File: src/rtl/network_interface.sv
// Per-node network interface: packetises PE requests into 17-bit flits for the router's local
// port and buffers flits delivered by the router in an RX FIFO for the PE.
module network_interface #(
  parameter logic [3:0]  NODE_ID  = 4'hF,
  parameter int unsigned RX_DEPTH = 8
) (
  input  logic        clk,
  input  logic        rst,
  input  logic        pe_req_i,
  input  logic [3:0]  pe_dest_i,
  input  logic [2:0]  pe_len_i,
  output logic        pe_req_ack_o,
  input  logic        pe_word_valid_i,
  input  logic [14:0] pe_word_i,
  output logic        pe_word_ready_o,
  output logic        tx_busy_o,
  output logic [16:0] local_data_o,
  input  logic        local_full_i,
  input  logic [16:0] local_data_i,
  output logic        rx_valid_o,
  output logic        rx_head_o,
  output logic [14:0] rx_data_o,
  input  logic        rx_ready_i,
  output logic        rx_overflow_o
);

  localparam int unsigned AW = $clog2(RX_DEPTH);

  localparam logic [0:0] StIdle = 1'b0;
  localparam logic [0:0] StBody = 1'b1;

  // ---------------------------------------------------------------------------------------------
  // TX path
  // ---------------------------------------------------------------------------------------------
  logic [0:0]  state_q, state_d;
  logic [2:0]  remaining_q, remaining_d;
  logic [16:0] data_q, data_d;
  logic        launch_ok;

  // The valid bit of the registered flit marks a launch on the previous edge, which enforces the
  // one-cycle gap the router needs to update its credit.
  assign launch_ok = ~local_full_i & ~data_q[16];

  always_comb begin
    state_d         = state_q;
    remaining_d     = remaining_q;
    data_d          = 17'b0;
    pe_req_ack_o    = 1'b0;
    pe_word_ready_o = 1'b0;
    unique case (state_q)
      StIdle: begin
        pe_req_ack_o = rst & pe_req_i & launch_ok;
        if (pe_req_ack_o) begin
          data_d      = {1'b1, 1'b1, pe_dest_i, NODE_ID, pe_len_i, 4'h0};
          remaining_d = pe_len_i;
          state_d     = (pe_len_i == 3'd0) ? StIdle : StBody;
        end
      end
      StBody: begin
        pe_word_ready_o = rst & launch_ok;
        if (pe_word_valid_i && pe_word_ready_o) begin
          data_d      = {1'b1, 1'b0, pe_word_i};
          remaining_d = remaining_q - 3'd1;
          if (remaining_q == 3'd1) begin
            state_d = StIdle;
          end
        end
      end
      default: state_d = StIdle;
    endcase
  end

  always_ff @(posedge clk or negedge rst) begin
    if (!rst) begin
      state_q     <= StIdle;
      remaining_q <= 3'd0;
      data_q      <= 17'b0;
    end else begin
      state_q     <= state_d;
      remaining_q <= remaining_d;
      data_q      <= data_d;
    end
  end

  assign tx_busy_o    = (state_q == StBody);
  assign local_data_o = data_q;

  // ---------------------------------------------------------------------------------------------
  // RX path
  // ---------------------------------------------------------------------------------------------
  logic [15:0]   mem_q [RX_DEPTH];
  logic [AW-1:0] wr_ptr_q, rd_ptr_q;
  logic [AW:0]   count_q;
  logic          overflow_q;
  logic          full, push, pop, push_acc;

  // RX_DEPTH is a power of two, so the counter MSB alone signals full.
  assign full     = count_q[AW];
  assign push     = local_data_i[16];
  assign pop      = rx_valid_o & rx_ready_i;
  assign push_acc = push & (~full | pop);

  always_ff @(posedge clk or negedge rst) begin
    if (!rst) begin
      wr_ptr_q   <= '0;
      rd_ptr_q   <= '0;
      count_q    <= '0;
      overflow_q <= 1'b0;
    end else begin
      if (push_acc) wr_ptr_q <= wr_ptr_q + AW'(1);
      if (pop)      rd_ptr_q <= rd_ptr_q + AW'(1);
      unique case ({push_acc, pop})
        2'b10:   count_q <= count_q + (AW + 1)'(1);
        2'b01:   count_q <= count_q - (AW + 1)'(1);
        default: count_q <= count_q;
      endcase
      if (push && !push_acc) overflow_q <= 1'b1;
    end
  end

  always_ff @(posedge clk) begin
    if (push_acc) mem_q[wr_ptr_q] <= local_data_i[15:0];
  end

  assign rx_valid_o    = (count_q != '0);
  assign rx_head_o     = rx_valid_o & mem_q[rd_ptr_q][15];
  assign rx_data_o     = rx_valid_o ? mem_q[rd_ptr_q][14:0] : 15'b0;
  assign rx_overflow_o = overflow_q;

endmodule

File: config.mk
export PLATFORM = sky130hd
export DESIGN_NAME = network_interface
export DESIGN_NICKNAME = d
export VERILOG_FILES = /design/src/rtl/network_interface.sv
export SDC_FILE = /design/constraint.sdc
export NUM_CORES = 1
export LEC_CHECK = 0
export BUFFER_PORTS_ARGS = -buffer_cell sky130_fd_sc_hd__buf_4
export CAP_MARGIN = 20
export CORE_UTILIZATION = 44
export CTS_CLUSTER_SIZE = 16
export DETAILED_ROUTE_END_ITERATION = 8
export SYNTH_ARGS = -nofsm -noshare
export SYNTH_HDL_FRONTEND = slang
export SYNTH_SLANG_ARGS = --single-unit
File: constraint.sdc
create_clock -name clk -period 4.32 [get_ports clk]
set_clock_uncertainty 0.05 [all_clocks]
set_input_delay 0.216 -clock clk [delete_from_list [all_inputs] [get_ports clk]]
set_output_delay 0.216 -clock clk [all_outputs]
set_load 0.005 [all_outputs]
* After elaboration in Yosys (flattened, before gate mapping)
Memories as Yosys holds them, arrays and structs flattened. Cells that the tools add are included.
Operators by class: bitwise logic cells 12, add/subtract/negate cells 5, reductions and logical operators 7, eq/ne operators 5, mux-type cells 17
Operators with widths (number):
- $mux W17 | 2
- $pmux W17 S2 | 1
- $mux W15 | 1
- $mux W1 | 8
- $pmux W4 S2 | 1
- $and A1 B1 Y1 | 7
- $add A3 B1 Y3 const B | 2
- $mux W3 | 2
- $pmux W3 S2 | 1
- $add A4 B1 Y4 const B | 1
- $not A1 Y1 | 4
- $reduce_bool A4 Y1 | 1
- $sub A4 B1 Y4 const B | 1
- $eq A3 B1 Y1 const B | 1
- $logic_not A3 Y1 | 1
- $sub A3 B1 Y3 const B | 1
- $eq A2 B1 Y1 const B | 1
- $eq A2 B2 Y1 const B | 1
- $logic_and A1 B1 Y1 | 2
- $ne A2 B1 Y1 const B | 1
- $ne A2 B2 Y1 const B | 1
- $pmux W1 S2 | 1
- $reduce_and A2 Y1 | 1
- $reduce_bool A2 Y1 | 1
- other kinds (2) | 2
Word-level totals: word-level logic and storage cells 54, bits of input ports 45, memories kept 1, RAM bits 128, register bits 32
Memories:
- mem_q | depth 8, width 16, rd ports 1, clocked after memory_dff 0, wr ports 1, RTL line 91 | logic [15:0] mem_q [RX_DEPTH];

* Longest topological paths before layout
depth in word-level cells 6, mapped depth 11, gate-level depth less buffers 10

* Worst setup path after synthesis
Ideal clock, no wire load.
path kind reg-to-reg, start register count_q[3], end memory mem_q[0][0], enable pin, required time 3840 ps, period minus slack after synthesis 2799 ps, data arrival time 2319 ps, cell stages (with the launch flop) 4, path buffers 0, setup time 430 ps, path slack 1521 ps, cell sequence dfrtp_1 -> nand2b_1 -> nand2_1 -> nor4_1
On the way: word-level cells in the longest chain between the ends 6, elaborated cells between the ends (all ways) 7, classes of those cells mux (2); bitwise (4); reduce/logical (1)
RTL lines:
- start: declaration | RTL line 93 | logic [AW:0] count_q;
- start signal: assignment | RTL line 113 | 2'b10: count_q <= count_q + (AW + 1)'(1);
- start signal: assignment | RTL line 114 | 2'b01: count_q <= count_q - (AW + 1)'(1);
- start signal: assignment | RTL line 115 | default: count_q <= count_q;
- $reduce_bool A4 Y1 | RTL line 125 | assign rx_valid_o = (count_q != '0);
- $and A1 B1 Y1 | RTL line 100 | assign pop = rx_valid_o & rx_ready_i;
- $or A1 B1 Y1 (*) | RTL line 101 | assign push_acc = push & (~full | pop);
- $and A1 B1 Y1 (*) | RTL line 101
- $mux W1 (*) | RTL line 122 | if (push_acc) mem_q[wr_ptr_q] <= local_data_i[15:0];
- $mux W1 (implied by the code) (*) | RTL line 122
- end: declaration | RTL line 91
Mark *: on every way between the ends. The rest lies on a longest branch, timed or not.

* Worst setup path in the final report
start input port rst, end register state_q (netlist: tx_busy_o)
On the way: word-level cells in the longest chain between the ends 4, elaborated cells between the ends (all ways) 7, classes of those cells mux (3); bitwise (3); reduce/logical (1)
RTL lines:
- start: declaration | RTL line 8 | input logic rst,
- $and A1 B1 Y1, on equally long branches | RTL line 52, 60
- $and A1 B1 Y1 / $logic_and A1 B1 Y1 (equally long branches) | RTL line 52, 61
- $mux W1, on equally long branches | RTL line 53, 61
- $pmux W1 S2 (*) | RTL line 50 | unique case (state_q)
- via state_d | RTL line 35 | logic [0:0] state_q, state_d;
- end signal: assignment | RTL line 75 | state_q <= StIdle;
- end signal: assignment | RTL line 79 | state_q <= state_d;
- end: declaration | RTL line 35
Mark *: on every way through the listed nets, which the timed path passes. The rest lies on a longest branch. A chain may end at the register's enable or synchronous reset.

==> metrics.md <==
| Metric | Value |
|---|---|
| Routed wire length | 12200 microns |
| Area contributors post-synth | edfxtp_1, dfrtp_1, mux4_2 |
| Clock tree root driver cell | clkbuf_16 |
| WS Path Type | in2reg |
| Status | finished, final reports clean |
| # IOs | 83 |
| Fin crit period | 2.90 ns |
| CTS tree | done |
| Hold path depth | 3 |
| Nets@finish | 520 |
| Hold path startpoint | local_data_i[16] |
| Ys flop type | edfxtp_1 |
| Vias | 3401 |
| Syn avg cell area | 19.2 sq um |
| Die area | 14800 sq um |
| Drc violations | 0 |
| Num CTS Buffers | 17 |
| Largest net degree at the start of global routing | 35 |
| Drt wl/cell | 18.6 microns |
| Placer congestion estimate | 0.751 |
| CP arrival | 3.19 ns |
| Slew headroom | 38.4% |
| Min-delay worst type | in2reg |
| Element type at the critical path end | flip-flop |
| Adder-Cell Fraction of Synth Area | 1.39% |
| Area Overhead vs Synth | 29.0% |
| Worst vdd ir | 0.000286 V |
| Ant diodes | 0 |
| First-pass GRT wire length | 19000 microns |
| Number of max-cap violations | 0 |
| Pwr per Cell Area | 601 nW/um^2 |
| H-tree depth | 4 |
| Cell with the most instances after synthesis | edfxtp_1 |
| Post-synthesis cell area | 6300 sq um |
| Leakage | 3.12 nW |
| Critical Path RT | 4.61 ns |
| Crit start category | input port |
| Grt total ovfl | 0 |
| Sequential share of the synthesized area | 73.7% |
| Yosys top cell area share | 61.0% |
| Gr usage total | 18.2% |
| Reg2reg path depth | 11 |
| Placeable Area | 13900 sq um |
| Vias/cell | 5.16 |
| Total Negative Setup Slacks | 0 ns |
| Setup violators final | 0 |
| Row count | 43 |
| Synth warn | 0 |
| Ratio of cells with drive above 1 in the final layout | 33.6% |
| DP HPWL | 6990 microns |
| Fin crit share | 67.1% |
| Synth async-reset ratio | 20.0% |
| CTS Sinks | 160 |
| Clock latency at the later pin of the worst-skew pair | 0.41 ns |
| Number of synthesized register bits | 160 |
| Initial antenna violation count | 0 |
| Post CTS Setup Buffer Count | 0 |
| Highest clock rate | 0.345 GHz |
| Cell variety after synth | 41 |
| Mapped Nets | 381 |
| Reg-to-Reg Start | count_q[1]$_DFFE_PN0P_ |
| Initial core utilization | 45.2% |
| Area leader, netlist | edfxtp_1 |
| Mux cell area share after synthesis | 14.7% |
| Hold Vio Cnt, Final | 0 |
| PortBufs | 82 |
| Reg-to-reg critical path endpoint | count_q[2]$_DFFE_PN0P_ |
| Hold endpoint | rx_overflow_o$_DFFE_PN0P_ |
| Die Width | 122 microns |
| Cts repair resizes | 0 |
| Post-synth EDFFs | 128 |
| Total iterations of the first detailed-routing run | 4 |
| Synth Area in XOR/XNOR | 1.25% |
| RSZ-0062 raised after global routing | false |
| Clk slew on worst S/H paths | 0.06 ns |
| DRT antenna net count | 0 |
| DR iter-0 viols | 200 |
| Vias in the first global route | 3566 |
| Tightest Pin Transition | 0.920 ns |
| Slew Viols, Final | 0 |
| Syn Inst Count | 329 |
| CP max FO | 33 |
| Flop-to-flop setup slack | 1.72 ns |
| Die H | 122 microns |
| Post-synth top cells | edfxtp_1, dfrtp_1, mux4_2 |
| Simple-gate share of the synthesized area | 4.61% |
| Utilization after layout | 58.3% |
| Combinational family with the most area after synthesis | multiplexers |
| Synth Area in Compound Gates | 2.74% |
| Clk buf depth | 2 |
[where the power goes]
| part | switching [W] | internal, W |
|---|---|---|
| Combinational | 0.000561 | 0.000795 |
| Clock | 0.000531 | 0.000824 |
| Sequential | 0.000273 | 0.00190 |
[metrics by stage]
step                      total power, W  area [sq um]  setup slack, ns  std cells  hold WS (ns)
after floorplan                  0.00300          6300             1.52        329        -0.130
after global placement           0.00352          7170             1.79        587         0.132
after detailed placement         0.00356          7170             1.71        587         0.134
after CTS                        0.00495          8110             1.37        658        0.0128
after global routing             0.00515          8130             1.14        659        0.0266
final                            0.00489          8130             1.42        659        0.0327
[timing repair]
item                                   CTS  global route
hold buffers                            41             0
setup endpoints to repair                0             0
endpoints found under the hold margin  177             0
[flip-flops by register name, indices dropped and copies added, names as in the netlist]
register / flops
count_q: 4
local_data_o: 17
mem_q: 128
rd_ptr_q: 3
remaining_q: 3
rx_overflow_o: 1
tx_busy_o: 1
wr_ptr_q: 3
[cell type report]
cell class	instances	area, sq um
timing repair buffer	134	1120
inverter	7	26.3
fill	1048	5810
multi-input combinational	148	1580
clock buffer	18	429
sequential	160	4650
clock inverter	12	101
tap	180	225
[critical path, cell delays in order]
cell and delay, ns:
dlygate4sd3_1 0.52, buf_4 0.38, or3b_1 0.49, nor2_1 0.75
o31ai_1 0.15, dlygate4sd3_1 0.60, o21ai_1 0.07
[kinds of logic (layout without fill, tap and decap cells)]
group                    after synthesis  count (layout)
AND/OR/NAND/NOR                       57              57
adder cells (fa/ha/maj)                7               7
multiplexers                          52              52
AO/OA/AOI/OAI                         23              23
XOR/XNOR                               9               9
buffers and inverters                 21             171
flip-flops                           160             160
[worst max-delay path by stage]
stage                                       start                      to  slack (ns)  cells past startpoint
after global placement     count_q[1]$_DFFE_PN0P_  count_q[2]$_DFFE_PN0P_        1.79                     11
after global routing                          rst     tx_busy_o$_DFF_PN0_        1.14                      7
final                                         rst     tx_busy_o$_DFF_PN0_        1.42                      7
after detailed placement   count_q[1]$_DFFE_PN0P_  count_q[2]$_DFFE_PN0P_        1.71                     11
after CTS                 rd_ptr_q[0]$_DFFE_PN0P_           rx_data_o[13]        1.37                      5
after floorplan            count_q[3]$_DFFE_PN0P_   mem_q[0][0]$_DFFE_PP_        1.52                      3
[per-layer routing]
metal  track usage [%]  up-vias  wire [microns]
li1                  -     1569               -
met1              21.9     1712            5090
met2              30.8      103            6320
met3              5.15       17             641
met4              7.56        0             198
met5                 0        -               0
[cells in the final DEF (no fill, tap or decap), drive strengths merged, types with 6 or more instances in the layout]
master / netlist / layout
edfxtp: 128 / 128
buf: 8 / 93
dlygate4sd3: 0 / 41
mux4: 32 / 32
dfrtp: 32 / 32
nor2: 23 / 23
clkbuf: 6 / 18
mux2i: 17 / 17
nand2: 10 / 10
clkinv: 0 / 10
ha: 7 / 7
inv: 7 / 7
nor3: 7 / 7
a22o: 6 / 6
(Power assumes the default switching activity.)
